===== src/rtl/apb_slave_mem.sv =====
// apb_slave_mem
//   APB completer with a small word-addressed register memory and a
//   programmable number of wait states per transfer.  Used as the
//   bus-functional target behind the AHB-to-APB bridge.
//
// Parameters
//   DEPTH       : number of 32-bit words (power of 2, 2..256)
//   WAIT_STATES : Pready-low cycles inserted in the access phase (0..15)
//   BASE_ADDR   : byte address of word 0 (DEPTH*4 aligned)
//
// Ports
//   Pclk     in   APB clock, all state changes on the rising edge
//   Presetn  in   synchronous active-low reset
//   Psel     in   slave select
//   Penable  in   access-phase strobe
//   Pwrite   in   1 = write, 0 = read
//   Paddr    in   byte address (captured in the setup cycle only)
//   Pdata    in   write data (captured in the setup cycle only)
//   Pready   out  transfer complete (combinational from state/inputs)
//   Prdata   out  read data, zero whenever not completing a good read
//   Pslverr  out  error response, only ever high together with Pready
module apb_slave_mem #(
    parameter int          DEPTH       = 16,
    parameter int          WAIT_STATES = 2,
    parameter logic [31:0] BASE_ADDR   = 32'h0000_0000
) (
    input  logic        Pclk,
    input  logic        Presetn,
    input  logic        Psel,
    input  logic        Penable,
    input  logic        Pwrite,
    input  logic [31:0] Paddr,
    input  logic [31:0] Pdata,
    output logic        Pready,
    output logic [31:0] Prdata,
    output logic        Pslverr
);

    localparam int          IDX_W = (DEPTH > 1) ? $clog2(DEPTH) : 1;
    localparam logic [3:0]  WS_LD = 4'(WAIT_STATES);

    // The wait counter is only 4 bits wide.
    if (WAIT_STATES > 15 || WAIT_STATES < 0) begin : g_bad_wait_states
        $error("apb_slave_mem: WAIT_STATES must be in 0..15");
    end

    typedef enum logic [0:0] {
        ST_IDLE   = 1'b0,
        ST_ACCESS = 1'b1
    } state_t;

    state_t             state_r;
    state_t             next_state_s;
    logic [3:0]         cnt_r;
    logic [31:0]        addr_r;
    logic               write_r;
    logic [31:0]        wdata_r;
    logic [31:0]        mem_r [DEPTH];

    logic [31:0]        offset_s;
    logic               err_s;
    logic [IDX_W-1:0]   idx_s;
    logic               do_write_s;
    logic               ready_s;
    logic               slverr_s;
    logic [31:0]        rdata_s;

    // Decode of the latched address: misaligned, below base, or past the end.
    always_comb begin
        offset_s = addr_r - BASE_ADDR;
        idx_s    = offset_s[IDX_W+1:2];
        err_s    = (offset_s[1:0] != 2'b00)
                || (addr_r < BASE_ADDR)
                || (offset_s[31:IDX_W+2] != {(30-IDX_W){1'b0}});
    end

    // Next-state and response logic; responses are zero unless completing.
    always_comb begin
        next_state_s = state_r;
        ready_s      = 1'b0;
        slverr_s     = 1'b0;
        rdata_s      = 32'h0000_0000;
        do_write_s   = 1'b0;
        case (state_r)
            ST_IDLE: begin
                if (Psel && !Penable) begin
                    next_state_s = ST_ACCESS;
                end else if (Psel && Penable) begin
                    // Access phase without a setup phase: reject immediately.
                    ready_s  = 1'b1;
                    slverr_s = 1'b1;
                end else begin
                    next_state_s = ST_IDLE;
                end
            end
            ST_ACCESS: begin
                if (!Psel) begin
                    next_state_s = ST_IDLE;
                end else if (Penable && (cnt_r == 4'd0)) begin
                    ready_s      = 1'b1;
                    next_state_s = ST_IDLE;
                    if (err_s) begin
                        slverr_s = 1'b1;
                    end else if (write_r) begin
                        do_write_s = 1'b1;
                    end else begin
                        rdata_s = mem_r[idx_s];
                    end
                end else begin
                    next_state_s = ST_ACCESS;
                end
            end
            default: begin
                next_state_s = ST_IDLE;
            end
        endcase
    end

    // State, wait counter and setup-phase capture registers.
    always_ff @(posedge Pclk) begin
        if (!Presetn) begin
            state_r <= ST_IDLE;
            cnt_r   <= 4'd0;
            addr_r  <= 32'h0000_0000;
            write_r <= 1'b0;
            wdata_r <= 32'h0000_0000;
        end else begin
            state_r <= next_state_s;
            if ((state_r == ST_IDLE) && Psel && !Penable) begin
                cnt_r   <= WS_LD;
                addr_r  <= Paddr;
                write_r <= Pwrite;
                wdata_r <= Pdata;
            end else if ((state_r == ST_ACCESS) && Psel && Penable && (cnt_r != 4'd0)) begin
                cnt_r <= cnt_r - 4'd1;
            end else begin
                cnt_r <= cnt_r;
            end
        end
    end

    // Register memory; reset wins over a write completing on the same edge.
    always_ff @(posedge Pclk) begin
        if (!Presetn) begin
            for (int i = 0; i < DEPTH; i++) begin
                mem_r[i] <= 32'h0000_0000;
            end
        end else if (do_write_s) begin
            mem_r[idx_s] <= wdata_r;
        end else begin
            mem_r[idx_s] <= mem_r[idx_s];
        end
    end

    assign Pready  = ready_s;
    assign Pslverr = slverr_s;
    assign Prdata  = rdata_s;

endmodule


===== config.mk =====
export PLATFORM = sky130hd
export DESIGN_NAME = apb_slave_mem
export DESIGN_NICKNAME = d
export VERILOG_FILES = /design/src/rtl/apb_slave_mem.sv
export SDC_FILE = /design/constraint.sdc
export NUM_CORES = 1
export LEC_CHECK = 0
export BUFFER_PORTS_ARGS = -buffer_cell sky130_fd_sc_hd__buf_4
export CAP_MARGIN = 20
export CORE_MARGIN = 3
export CORE_UTILIZATION = 64
export CTS_BUF_LIST = sky130_fd_sc_hd__clkbuf_4
export CTS_CLUSTER_DIAMETER = 200
export DETAILED_ROUTE_END_ITERATION = 8
export PLACE_DENSITY = 0.89
export SLEW_MARGIN = 20
export SYNTH_ARGS = -nofsm -noshare
export SYNTH_HDL_FRONTEND = slang
export SYNTH_SLANG_ARGS = --single-unit

===== constraint.sdc =====
create_clock -name Pclk -period 3 [get_ports Pclk]
set_input_delay 0.15 -clock Pclk [delete_from_list [all_inputs] [get_ports Pclk]]
set_output_delay 0.15 -clock Pclk [all_outputs]
set_load 0.01 [all_outputs]

After elaboration in Yosys (flattened, before gate mapping)

Memory sizes are Yosys's and may differ from the RTL's. A register that Yosys moved wholly into a read port is not among the register bits.
Index checks and enable logic that the tools add are counted.

Flip-flop bits (word level): 70
Output and inout bits: 34
RAM bits: 512
Memories kept: 1
Input bits: 69

Memory list:

| memory | depth | width | read ports | clocked after Yosys merged registers in | wr ports | RTL line | source |
|---|---|---|---|---|---|---|---|
| mem_r  | 16    | 32    | 1          | 1                                       | 16       | 58       | `logic [31:0] mem_r [DEPTH];` |

Order comparisons: 1
Bitwise operators: 3
Muxes and demuxes: 38
Add/sub/neg operators: 1
Reductions and logical operators: 18

Operators with widths:

| operator            | count |
|---|---|
| $mux 32             | 7 |
| $lt 32x1->1 const B | 1 |
| $reduce_or 32->1    | 1 |
| $reduce_bool 26->1  | 1 |
| $mux 1              | 23 |
| $mux 4              | 3 |
| $logic_and 1x1->1   | 8 |
| $pmux 1 s2          | 3 |
| $logic_not 4->1     | 1 |
| $mux 2              | 2 |
| $reduce_bool 2->1   | 2 |
| $reduce_bool 4->1   | 1 |
| $sub 4x1->4 const B | 1 |
| $logic_or 1x1->1    | 2 |
| $not 1->1           | 2 |
| $reduce_or 2->1     | 1 |
| $logic_not 1->1     | 1 |
| $or 1x1->1          | 1 |

Depth between registers and ports, before layout

Depth after elaboration: 13
Depth in mapped cells: 9

Worst setup path after synthesis

Ideal clock, no wire load.

Path type: reg-to-reg
From: register addr_r[4]
To: memory mem_r[3][0], enable pin
Period minus slack after synthesis: 2.216 ns
Data required time: 2.611 ns
Path buffers: 1
Slack: 0.784 ns
Arrival time: 1.826 ns
Stages on the path, launching flop included: 5
Cell sequence: dfxtp_1 -> nor3b_1 -> nand3_1 -> clkbuf_1 -> nand2_1

RTL lines:

| what                   | RTL line | source |
|---|---|---|
| from (decl)            | 55       | `logic [31:0] addr_r;` |
| from (signal assigned) | 131      | `addr_r <= Paddr;` |
| to (decl)              | 58       |  |

==> impl_metrics.py <==
metrics = {
    "die": {
        "dieWidth_um": 205,
        "boundaryPins": 103,
        "rows": 72,
        "start_util": 0.653,
        "die-height_um": 205,
        "core-area_um2": 38900,
        "floorplan.die_area_um2": 42100,
    },
    "power": {
        "vdd.ir_drop.worst_mv": 0.409,
        "cellPowerDensity_nw_per_um2": 620,
        "power_leakage_nw": 11.1,
    },
    "timing": {
        "final-max-slew-violation-count": 0,
        "setup_viol": 21,
        "final.min_clock_period_ns": 3.11,
        "skew_ns": 0.118,
        "setup_repair_after_global_routing_missed_its_margin": "yes",
        "worstMarginPinSlew_ns": 0.730,
        "min_period_over_period": 1.04,
        "setup_ws_ns": -0.111,
        "fmax_mhz": 321,
        "max_slew_headroom": 0.513,
        "final_hold_viol_count": 0,
    },
    "global_routing": {
        "grt_max_degree": 55,
        "initial_antenna_violation_count": 5,
        "globalRouteTotalUtil": 0.399,
        "grt_pass1_vias": 19883,
        "grt_first_pass_wirelength_mm": 121,
        "globalRouteOverflowTotal": 0,
    },
    "critical_path": {
        "worst_path_most_repeated_cell": "sky130_fd_sc_hd__buf_12",
        "critPathCaptureType": "output pin",
        "path_cells": "buf_12 > buf_12 > mux4_2 > a22o_1 > nor2_2 > nor2_1 > buf_4",
        "crit_buf_inv": 3,
        "crit_path_max_fanout": 11,
        "worstPathRequired_ns": 2.85,
        "cpLargestDelayFamily": "multiplexers",
        "critical_path_class": "register to output pin",
        "sort_of_element_at_the_start_of_the_critical_path": "register",
        "cp_slowest_stage_delay_ns": 0.54,
        "crit_path_top_delay_cell": "sky130_fd_sc_hd__mux4_2",
        "worstPathArrival_ns": 2.96,
    },
    "synthesis": {
        "netlist_area_um2": 25400,
        "syn_nets": 1924,
        "synth_adder_area_share": 0.000985,
        "synth_cells": 1853,
        "ys_seq_area_frac": 0.664,
        "postSynthAreaPerCell_um2": 13.7,
        "yosysWarningCount": 0,
        "yosys-mux-area-fraction": 0.132,
        "synthSimpleGateAreaFrac": 0.119,
        "ys_ff_latch": 586,
        "netlist-cell-type-count": 31,
        "yosys.area_share.xor_xnor": 0.000690,
        "synth-compound-area-share": 0.0424,
        "largest_family_of_logic_cells_by_synthesized_area": "multiplexers",
    },
    "cells_and_area": {
        "number_of_nets_in_the_layout": 2224,
        "area.growth.synth_to_final_pct": 19.9,
        "layout-drive-gt1-share": 0.294,
        "final_util": 0.782,
    },
    "clocking": {
        "cts_buffers": 144,
        "cts.path.max_buffers": 3,
        "clk_slew_on_worst_s_h_paths_ns": 0.09,
        "cts-root-buf": "sky130_fd_sc_hd__clkbuf_4",
        "cts.sink_count": 586,
        "clk-insertion-delay-late_ns": 0.92,
        "cts_tree": "done",
        "htree_num_levels": 4,
    },
    "job": {
        "maxCapViolCount": 0,
    },
    "routing": {
        "drt.antenna.violating_nets": 0,
        "detailedRoute.firstPassIterationCount": 7,
        "routed_wirelength_mm": 89.6,
        "via_per_inst": 7.03,
        "vias": 19573,
        "post_drt_wl_per_cell_um": 32.2,
        "drc": 0,
        "initialDrtViolationCount": 4019,
    },
    "placement": {
        "io_buffer_count": 102,
        "place_worst_setup_slack_ns": 0.398,
        "placer_congestion": 0.803,
        "place_hpwl_mm": 39.1,
    },
    "status": {
        "violations": "negative setup slack",
        "outcome": "finished, violations left",
    },
    "hold_path": {
        "hold_path_class": "input port to register",
    },
}
## layer usage
metal,global-route usage,wire length [µm],part of all wire,vias up
li1,-,-,-,7320
met1,0.459,24200,0.27,9018
met2,0.623,40900,0.46,2463
met3,0.142,15200,0.17,768
met4,0.288,9240,0.10,4
met5,0,26,0.00029,-
## what timing repair did
item | 4_1_cts | 5_1_grt
setup buffers | 10 | 16
hold endpoints to repair | 73 | 0
pin swaps | 1 | 25
endpoints found under the setup margin | 30 | 35
cloned | 3 | 5
hold buffers | 111 | 0
resized for setup | 23 | 57
## power breakdown
group	leakage [nW]	total, mW	internal [mW]	switching [mW]
Combinational	4.00	2.11	0.821	1.29
Sequential	5.92	9.39	9.20	0.187
Clock	1.15	7.37	3.71	3.66
## flip-flops by register name (all words and copies together) (netlist names), named ones only
register and cells:
wdata_r 32, cnt_r 4, state_r 1, addr_r 32
write_r 1, mem_r 512
## through the flow
stage | std cells | total power [mW] | hold slack (ns) | cell area [µm²] | TNS, ns
6_report | 2784 | 18.9 | 0.116 | 30400 | -0.996
5_1_grt | 2783 | 19.2 | 0.0890 | 30400 | -2.56
4_1_cts | 2760 | 18.1 | 0.145 | 29900 | -0.0414
3_5_place_dp | 2380 | 11.2 | 0.358 | 26600 | 0
3_3_place_gp | 2380 | 11.1 | 0.353 | 26600 | 0
2_1_floorplan | 1853 | 10.7 | 0.237 | 25400 | 0
## synth_stat cells, drive strengths merged
cell type  instances  area [µm²]
a21boi            65         488
a21oi              2        10.0
a22o              64         561
and2               2        12.5
and3               4        25.0
and3b              1        8.76
buf               58         556
clkbuf            94         353
dfxtp             74        1480
edfxtp           512       15400
ha                 2        25.0
inv               35         131
mux2              32         473
mux4             128        2880
nand2            167         627
nand3              5        25.0
nand4              2        12.5
nor2             584        2190
nor2b              4        25.0
nor3               1        5.00
nor3b              2        15.0
nor4               9        71.3
o21a               1        7.51
o21ai              2        10.0
or3b               1        8.76
xnor2              2        17.5
## cell usage in the layout (no fill, tap or decap), drive strengths merged, types with 5 or more instances in the layout
cell type / instances
a22o: 64
clkinv: 19
buf: 190
nor2: 584
dlygate4sd3: 111
nand3: 5
mux2: 32
clkbuf: 234
dfxtp: 74
nor4: 9
edfxtp: 512
a21boi: 65
mux4: 128
nand2: 167
inv: 38
## area by class of cell
cell class                      count  area, µm²
Multi-Input combinational cell   1080       7770
Clock inverter                     27        198
Clock buffer                      229       1720
Timing Repair Buffer              306       3100
Fill cell                        1857       8480
Antenna cell                        3       7.51
Inverter                           35        131
Sequential cell                   586      16900
Tap cell                          518        648
## path summary, 6_finish.rpt
| kind | startpoint | endpoint | cells past startpoint | slack, ns |
|---|---|---|---|---|
| max | register | Prdata[25] | 7 | -0.11 |
| min | Pdata[12] | wdata_r[12] | 4 | 0.12 |
| max reg2reg | addr_r[8] | mem_r[10][31] | 7 | 0 |
| min reg2reg | wdata_r[5] | wdata_r[5] | 2 | 0.47 |
## logic make-up after synthesis
group | count (synthesis)
DFF | 586
and+or+nand+nor | 782
adders and majority gates | 2
AOI/OAI and AO/OA | 134
muxes | 160
buffers and inverters | 187
xor gates and xnor gates | 2
## worst register-to-register path: stages, from the launching register on
cell and delay [ns]:
sky130_fd_sc_hd__dfxtp_1 0.33, sky130_fd_sc_hd__nor4_2 0.35, sky130_fd_sc_hd__nand4_1 0.23, sky130_fd_sc_hd__buf_4 0.20, sky130_fd_sc_hd__nor4_4 0.48, sky130_fd_sc_hd__buf_12 0.34, sky130_fd_sc_hd__mux2_2 0.52, sky130_fd_sc_hd__nor2_1 0.39
Power figures use the tool's default switching activity.
